===== src/rtl/fetch_unit.sv =====
// fetch_unit: instruction fetch stage feeding the decoder.
// Owns the fetch PC, issues one IMEM request at a time over req/gnt/rvalid,
// buffers responses in a small FIFO and drives a registered idata/pc_out pair.
// idata == 0 is a bubble. Optional macro FETCH_BYPASS_EN lets a response load
// the output register directly when the FIFO is empty (one cycle earlier).
module fetch_unit #(
    parameter logic [31:0] RESET_PC   = 32'h0000_0000,
    parameter int          FIFO_DEPTH = 2
) (
    input  logic        clk,
    input  logic        reset_n,
    output logic        imem_req,
    output logic [31:0] imem_addr,
    input  logic        imem_gnt,
    input  logic        imem_rvalid,
    input  logic [31:0] imem_rdata,
    input  logic        redirect_valid,
    input  logic [31:0] redirect_pc,
    input  logic        stall,
    output logic [31:0] idata,
    output logic [31:0] pc_out,
    output logic        inst_valid
);
    localparam int PTR_W = $clog2(FIFO_DEPTH);
    localparam int CNT_W = PTR_W + 1;
    localparam logic [CNT_W-1:0] DEPTH_C = CNT_W'(FIFO_DEPTH);

    typedef enum logic [1:0] {S_REQ, S_WAIT, S_DRAIN} state_t;

    state_t           state_q, state_d;
    logic [31:0]      fetch_pc_q, fetch_pc_d;
    logic [31:0]      req_pc_q, req_pc_d;
    logic [31:0]      fifo_data_p0 [FIFO_DEPTH];
    logic [31:0]      fifo_pc_p0   [FIFO_DEPTH];
    logic [PTR_W-1:0] wr_ptr_q, rd_ptr_q;
    logic [CNT_W-1:0] count_q;
    logic             fifo_empty, fifo_full, granted, resp_ok, push, pop, bypass;
    logic             unused_pc_bits;

    // Target low bits are ignored; fetches are always word aligned.
    assign unused_pc_bits = ^redirect_pc[1:0];

    assign fifo_empty = (count_q == '0);
    assign fifo_full  = (count_q == DEPTH_C);
    // A request reserves a FIFO slot, so none is issued while the FIFO is full.
    assign imem_req   = reset_n && (state_q == S_REQ) && !fifo_full;
    assign imem_addr  = fetch_pc_q;
    assign granted    = imem_req && imem_gnt;
    assign resp_ok    = (state_q == S_WAIT) && imem_rvalid && !redirect_valid;
`ifdef FETCH_BYPASS_EN
    assign bypass     = resp_ok && fifo_empty && !stall;
`else
    assign bypass     = 1'b0;
`endif
    assign push       = resp_ok && !bypass;
    assign pop        = !redirect_valid && !stall && !fifo_empty;

    // Next-state logic: redirect wins; a granted-but-unreturned request forces a drain.
    always_comb begin
        state_d    = state_q;
        fetch_pc_d = fetch_pc_q;
        req_pc_d   = req_pc_q;
        if (redirect_valid) begin
            fetch_pc_d = {redirect_pc[31:2], 2'b00};
            if ((((state_q == S_WAIT) || (state_q == S_DRAIN)) && !imem_rvalid) || granted)
                state_d = S_DRAIN;
            else
                state_d = S_REQ;
        end else begin
            case (state_q)
                S_REQ: begin
                    if (granted) begin
                        state_d    = S_WAIT;
                        req_pc_d   = fetch_pc_q;
                        fetch_pc_d = fetch_pc_q + 32'd4;
                    end
                end
                S_WAIT:  if (imem_rvalid) state_d = S_REQ;
                S_DRAIN: if (imem_rvalid) state_d = S_REQ;
                default: state_d = S_REQ;
            endcase
        end
    end

    // Control state: FSM, fetch PC, FIFO pointers and occupancy.
    always_ff @(posedge clk or negedge reset_n) begin
        if (!reset_n) begin
            state_q    <= S_REQ;
            fetch_pc_q <= RESET_PC;
            req_pc_q   <= RESET_PC;
            wr_ptr_q   <= '0;
            rd_ptr_q   <= '0;
            count_q    <= '0;
        end else begin
            state_q    <= state_d;
            fetch_pc_q <= fetch_pc_d;
            req_pc_q   <= req_pc_d;
            if (redirect_valid) begin
                wr_ptr_q <= '0;
                rd_ptr_q <= '0;
                count_q  <= '0;
            end else begin
                if (push) wr_ptr_q <= wr_ptr_q + PTR_W'(1);
                if (pop)  rd_ptr_q <= rd_ptr_q + PTR_W'(1);
                count_q <= count_q + CNT_W'(push) - CNT_W'(pop);
            end
        end
    end

    // FIFO storage (stage p0): response word tagged with the PC it was fetched from.
    always_ff @(posedge clk) begin
        if (push) begin
            fifo_data_p0[wr_ptr_q] <= imem_rdata;
            fifo_pc_p0[wr_ptr_q]   <= req_pc_q;
        end
    end

    // Decoder-facing register (stage p1): head of FIFO, bypassed response, or bubble.
    always_ff @(posedge clk or negedge reset_n) begin
        if (!reset_n) begin
            idata      <= '0;
            pc_out     <= '0;
            inst_valid <= 1'b0;
        end else if (redirect_valid) begin
            idata      <= '0;
            inst_valid <= 1'b0;
        end else if (!stall) begin
            if (!fifo_empty) begin
                idata      <= fifo_data_p0[rd_ptr_q];
                pc_out     <= fifo_pc_p0[rd_ptr_q];
                inst_valid <= 1'b1;
            end else if (bypass) begin
                idata      <= imem_rdata;
                pc_out     <= req_pc_q;
                inst_valid <= 1'b1;
            end else begin
                idata      <= '0;
                inst_valid <= 1'b0;
            end
        end
    end
endmodule


===== config.mk =====
export PLATFORM = sky130hd
export DESIGN_NAME = fetch_unit
export DESIGN_NICKNAME = d
export VERILOG_FILES = /design/src/rtl/fetch_unit.sv
export SDC_FILE = /design/constraint.sdc
export NUM_CORES = 1
export LEC_CHECK = 0
export CAP_MARGIN = 30
export CORE_MARGIN = 2
export CORE_UTILIZATION = 35
export DETAILED_ROUTE_END_ITERATION = 8
export SLEW_MARGIN = 20
export SYNTH_ARGS = -nofsm -noshare
export SYNTH_HDL_FRONTEND = slang
export SYNTH_SLANG_ARGS = --single-unit

===== constraint.sdc =====
create_clock -name clk -period 7.2 [get_ports clk]
set_clock_uncertainty 0.05 [all_clocks]
set_input_delay 0.72 -clock clk [delete_from_list [all_inputs] [get_ports clk]]
set_output_delay 0.72 -clock clk [all_outputs]
set_load 0.03 [all_outputs]

; Yosys cells after proc, flatten, opt, wreduce, memory -nomap -nowiden
; Memory sizes are Yosys's and may differ from the RTL's. A register that Yosys moved wholly into a read port is not among the register bits.
; Index checks and enable logic that the tools add are counted.
[op_classes]
n_reduce_logical = 27
n_addsub = 5
bitwise_logic = 3
n_mux = 21
mul = 0
eq_ne = 6
magnitude_cmp = 0
div_mod_pow = 0
n_shift = 0
[ops]
columns = op, n
row1 = two-way mux 32 bit, 6
row2 = "adder 32 x 3 -> 32 bit, second input constant", 1
row3 = two-way mux 2 bit, 5
row4 = two-way mux 1 bit, 9
row5 = logical AND 1 bit, 8
row6 = nonzero test 2 bit, 4
row7 = zero test 1 bit, 6
row8 = AND reduction 3 bit, 2
row9 = "== test 2 bit, second input constant", 2
row10 = zero test 2 bit, 2
row11 = one-hot mux 2 bit (2 select lines), 1
row12 = AND reduction 2 bit, 2
row13 = "inequality test 3 x 1 -> 1 bit, second input constant", 1
row14 = "inequality test 3 bit, second input constant", 1
row15 = NOT 1 bit, 3
row16 = "adder 1 bit, second input constant", 2
row17 = adder 2 x 1 -> 2 bit, 1
row18 = "== test 2 x 1 -> 1 bit, second input constant", 1
row19 = logical OR 1 bit, 2
row20 = "inequality test 2 bit, second input constant", 1
row21 = OR reduction 2 bit, 1
row22 = subtractor 2 x 1 -> 2 bit, 1
[word_totals]
mem_bits_rw = 128
latch_bits = 0
reg_bits = 103
n_memories = 2
romBits = 0
output_inout_bits = 98
wordCells = 72
in_bits = 70
[memory_table]
columns = name, depth, width, rd, rd_ports_with_merged_regs, write_ports, line_no
row1 = fifo_data_p0, 2, 32, 1, 0, 1, 33  ; logic [31:0] fifo_data_p0 [FIFO_DEPTH];
row2 = fifo_pc_p0, 2, 32, 1, 1, 1, 34  ; logic [31:0] fifo_pc_p0 [FIFO_DEPTH];

; Logic depth before layout (Yosys ltp)
[logic_depth]
depth_word = 7
mapped_depth = 12
depth_no_buf = 9

; Worst setup path before layout
; OpenSTA, ideal clock, no wires.
[synth_path]
path_type = input to register
from = in redirect_valid
to = mem fifo_data_p0[0][0] (enable)
t_arrival_ns = 3.749
required_ns = 6.668
slack_ns = 2.919
setup_ns = 0.482
cell_stages = 4
path_cell_list = clkbuf_1 clkinv_1 nand3_1 nor2_1
[synth_between]
elab_chain_len = 4
[synth_lines]
columns = item, line_no
row1 = start: declaration, 17  ; input logic redirect_valid,
row2 = zero test 1 bit, 49  ; assign resp_ok = (state_q == S_WAIT) && imem_rvalid && !redirect_valid;
row3 = logical AND 1 bit, 49
row4 = two-way mux 1 bit, 112  ; if (push) begin
row5 = two-way mux 1 bit (implied by the code), 113  ; fifo_data_p0[wr_ptr_q] <= imem_rdata;
row6 = end: declaration, 33
; Every way passes these cells.

; Final worst setup path
[layout_path]
from = in reset_n
to = out imem_req
[layout_between]
elab_chain_len = 2
[layout_lines]
columns = item, line_no
row1 = start: declaration, 11  ; input logic reset_n,
row2 = logical AND 1 bit (2 in a row), 46  ; assign imem_req = reset_n && (state_q == S_REQ) && !fifo_full;
row3 = end: declaration, 12  ; output logic imem_req,
; Every way passes these cells.

==> results.sh <==
export IMPL_status="complete, no violations"
export IMPL_die_w_microns=171
export IMPL_rr_worst_depth=5
export IMPL_cp_slowest_stage_delay_ns=0.69
export IMPL_grt_antenna_before_repair=1
export IMPL_placed_cells=1215
export IMPL_seq_area_frac_synth_pct=71.1
export IMPL_period_share_pct=41.7
export IMPL_finalInstanceArea_sq_um=12700
export IMPL_synthAdderAreaFrac_pct=0.640
export IMPL_startpoint_type="input pin"
export IMPL_start_util_pct=35.4
export IMPL_root_buffer="clkbuf_16"
export IMPL_required_ns=6.43
export IMPL_ys_ff_latch=253
export IMPL_hpwl_microns=13800
export IMPL_vias_per_cell=4.68
export IMPL_gp_congestion=0.733
export IMPL_synth_compound_area_share_pct=5.67
export IMPL_cts_resized=0
export IMPL_tightest_slew_ns=0.886
export IMPL_coreArea_sq_um=27600
export IMPL_layout_drive_gt1_share_pct=10.1
export IMPL_dr_pass1_iters=4
export IMPL_layout_commonest_cell="clkdlybuf4s50_1"
export IMPL_p_total_w=0.00386
export IMPL_endpoint_kind="primary output"
export IMPL_grt_pass1_vias=6180
export IMPL_rrSetupSlack_ns=4.58
export IMPL_die_h_microns=171
export IMPL_grt_pass1_wl_microns=34300
export IMPL_slowest_stage="clkdlybuf4s50_1"
export IMPL_synth_edf_count=124
export IMPL_drc=0
export IMPL_p_leak_nw=4.62
export IMPL_avgSynthCellArea_sq_um=13.9
export IMPL_final_cell_count_no_fill=1267
export IMPL_r2r_start="imem_addr[7]"
export IMPL_io_pins=168
export IMPL_post_cts_repair_setup_buffers=0
export IMPL_regArea_sq_um=6960
export IMPL_hp_class="in -> async"
export IMPL_netlist_instances=702
export IMPL_worstSetupPathType="in -> out"
export IMPL_powerDensity_nw_per_um2=305
export IMPL_area_growth_pct=29.8
export IMPL_rsz0062_at_grt="no"
export IMPL_cp_max_fo=43
export IMPL_clk_pin_slew_ns=0.06
export IMPL_port_buffers=161
export IMPL_synth_async_sr_flop_share_pct=51.0
export IMPL_multi_input_area_sq_um=2650
export IMPL_worst_r2r_endpoint="imem_addr[31]"
export IMPL_via_count=5925
export IMPL_synth_area_mux_share_pct=10.0
export IMPL_drt_wirelength_per_cell_microns=17.2
export IMPL_first_iter_violations=298
export IMPL_path_cells="buf_6, and2_1, o21a_1, clkdlybuf4s50_1"
export IMPL_grt_use_total_pct=15.1
export IMPL_grt_ovfl_total=0
export IMPL_synth_xor_area_share_pct=2.60
export IMPL_synth_area_sq_um=9770
export IMPL_final_util_pct=45.9
export IMPL_rows=61
export IMPL_finalSetupViolCount=0
export IMPL_synthSimpleGateAreaFrac_pct=7.65
export IMPL_vdd_drop_max_mv=0.151
export IMPL_cts_path_max_buffers=3
export IMPL_cts_buffers=27
export IMPL_path_buf_inv=2
export IMPL_synth_top_family_by_area="multiplexers"
export IMPL_hold_viol_final=0
export IMPL_dieArea_sq_um=29300
export IMPL_final_max_slew_viol_count=0
export IMPL_placed_area_sq_um=11800
export IMPL_drv_cap=0
export IMPL_cp_top_family="buffers and inverters"
export IMPL_fill_cells=2570
export IMPL_crit_arrival_ns=2.23
export IMPL_hold_buffers=0
export IMPL_period_minus_slack_ns=3.00
export IMPL_ys_warn_count=0
export IMPL_htreeDepth=1
export IMPL_clock_sinks=253
export IMPL_yosysUniqueCellTypes=41
export IMPL_totalNegativeSetupSlack_ns=0
export IMPL_clock_fmax_ghz=0.333
export IMPL_final_nets=943
export IMPL_relSlewSlack_pct=40.8
export IMPL_final_antenna_net_count=0
export IMPL_clock_latency_ns=0.52
export IMPL_tritoncts="built"
export IMPL_ys_flop_type="dfrtp_1"
export IMPL_grt_max_degree=96
export IMPL_most_common_layout_cells="clkdlybuf4s50_1, dfrtp_1, edfxtp_1"
export IMPL_routed_wl_microns=21800
how the worst max path moves through the flow:
stage / start / endpoint / slack, ns / cells past startpoint
floorplan: redirect_valid / fifo_data_p0[0][0] / 2.92 / 4
global placement: redirect_valid / fifo_data_p0[1][24] / 3.76 / 6
detailed placement: redirect_valid / fifo_data_p0[1][19] / 3.75 / 6
CTS: reset_n / imem_req / 4.15 / 4
global route: reset_n / imem_req / 4.06 / 4
finish: reset_n / imem_req / 4.20 / 4
final cells by class:
class,instances,area share [%]
Antenna cell,1,0.0197
Clock buffer,43,6.12
Clock inverter,6,0.247
Inverter,12,0.355
Multi-Input combinational cell,400,20.9
Sequential cell,253,54.8
Tap cell,378,3.73
Timing Repair Buffer,174,13.8
per-layer routing:
layer / track usage (%) / wire length, microns / up-vias
met5: 0 / 0 / -
met4: 3.24 / 283 / 0
met3: 3.31 / 1480 / 26
met2: 26.5 / 10600 / 142
met1: 19.3 / 9510 / 2911
li1: - / - / 2846
logic make-up (layout without fill, tap and decap cells):
| group | count (synthesis) | count (layout) |
|---|---|---|
| AOI/OAI and AO/OA | 105 | 105 |
| xor gates and xnor gates | 29 | 29 |
| adders and majority gates | 5 | 5 |
| buffers and inverters | 52 | 235 |
| DFF | 253 | 253 |
| muxes | 94 | 94 |
| other | 1 | 5 |
| and+or+nand+nor | 163 | 163 |
state kept, by name, summed over array words and instances (netlist names):
register / cells
count_q: 2
fifo_data_p0: 64
fifo_pc_p0: 60
idata: 32
imem_addr: 30
inst_valid: 1
pc_out: 30
rd_ptr_q: 1
req_pc_q: 30
state_q: 2
wr_ptr_q: 1
synthesized netlist by cell type, drive strengths merged, types with 2 or more instances:
library cell  count  area (sq um)
nor4             14          87.6
and4              3          26.3
or4               2          18.8
mux2             31           349
nand3            13          75.1
buf              10          60.1
xor2              5          43.8
o21a              2          15.0
and3              3          20.0
dfrtp           129          3230
inv              11          41.3
o21ai            94           470
nor3              5          25.0
ha                5          62.6
a31oi             3          18.8
nand2            98           368
clkbuf           30           113
mux2i            63           631
edfxtp          124          3720
nand4             4          25.0
nor2             13          48.8
or3               2          12.5
nor2b             3          18.8
xnor2            24           210
worst reg2reg max path: stages (launching register included):
cell	delay (ns)
dfrtp_1	0.49
nand3_2	0.30
or3_1	0.56
or4_4	0.57
or4_1	0.41
a31oi_1	0.17
stage by stage:
step,setup WS [ns],hold WS [ns]
after floorplan,2.92,0.374
after global placement,3.76,0.396
after detailed placement,3.75,0.404
after CTS,4.15,0.0638
after global routing,4.06,0.0761
final,4.20,0.0567
where the power goes:
group | switching [W] | internal, W
Combinational | 0.000377 | 0.000320
Clock | 0.000527 | 0.000733
Sequential | 0.000144 | 0.00176
Power figures use the tool's default switching activity.
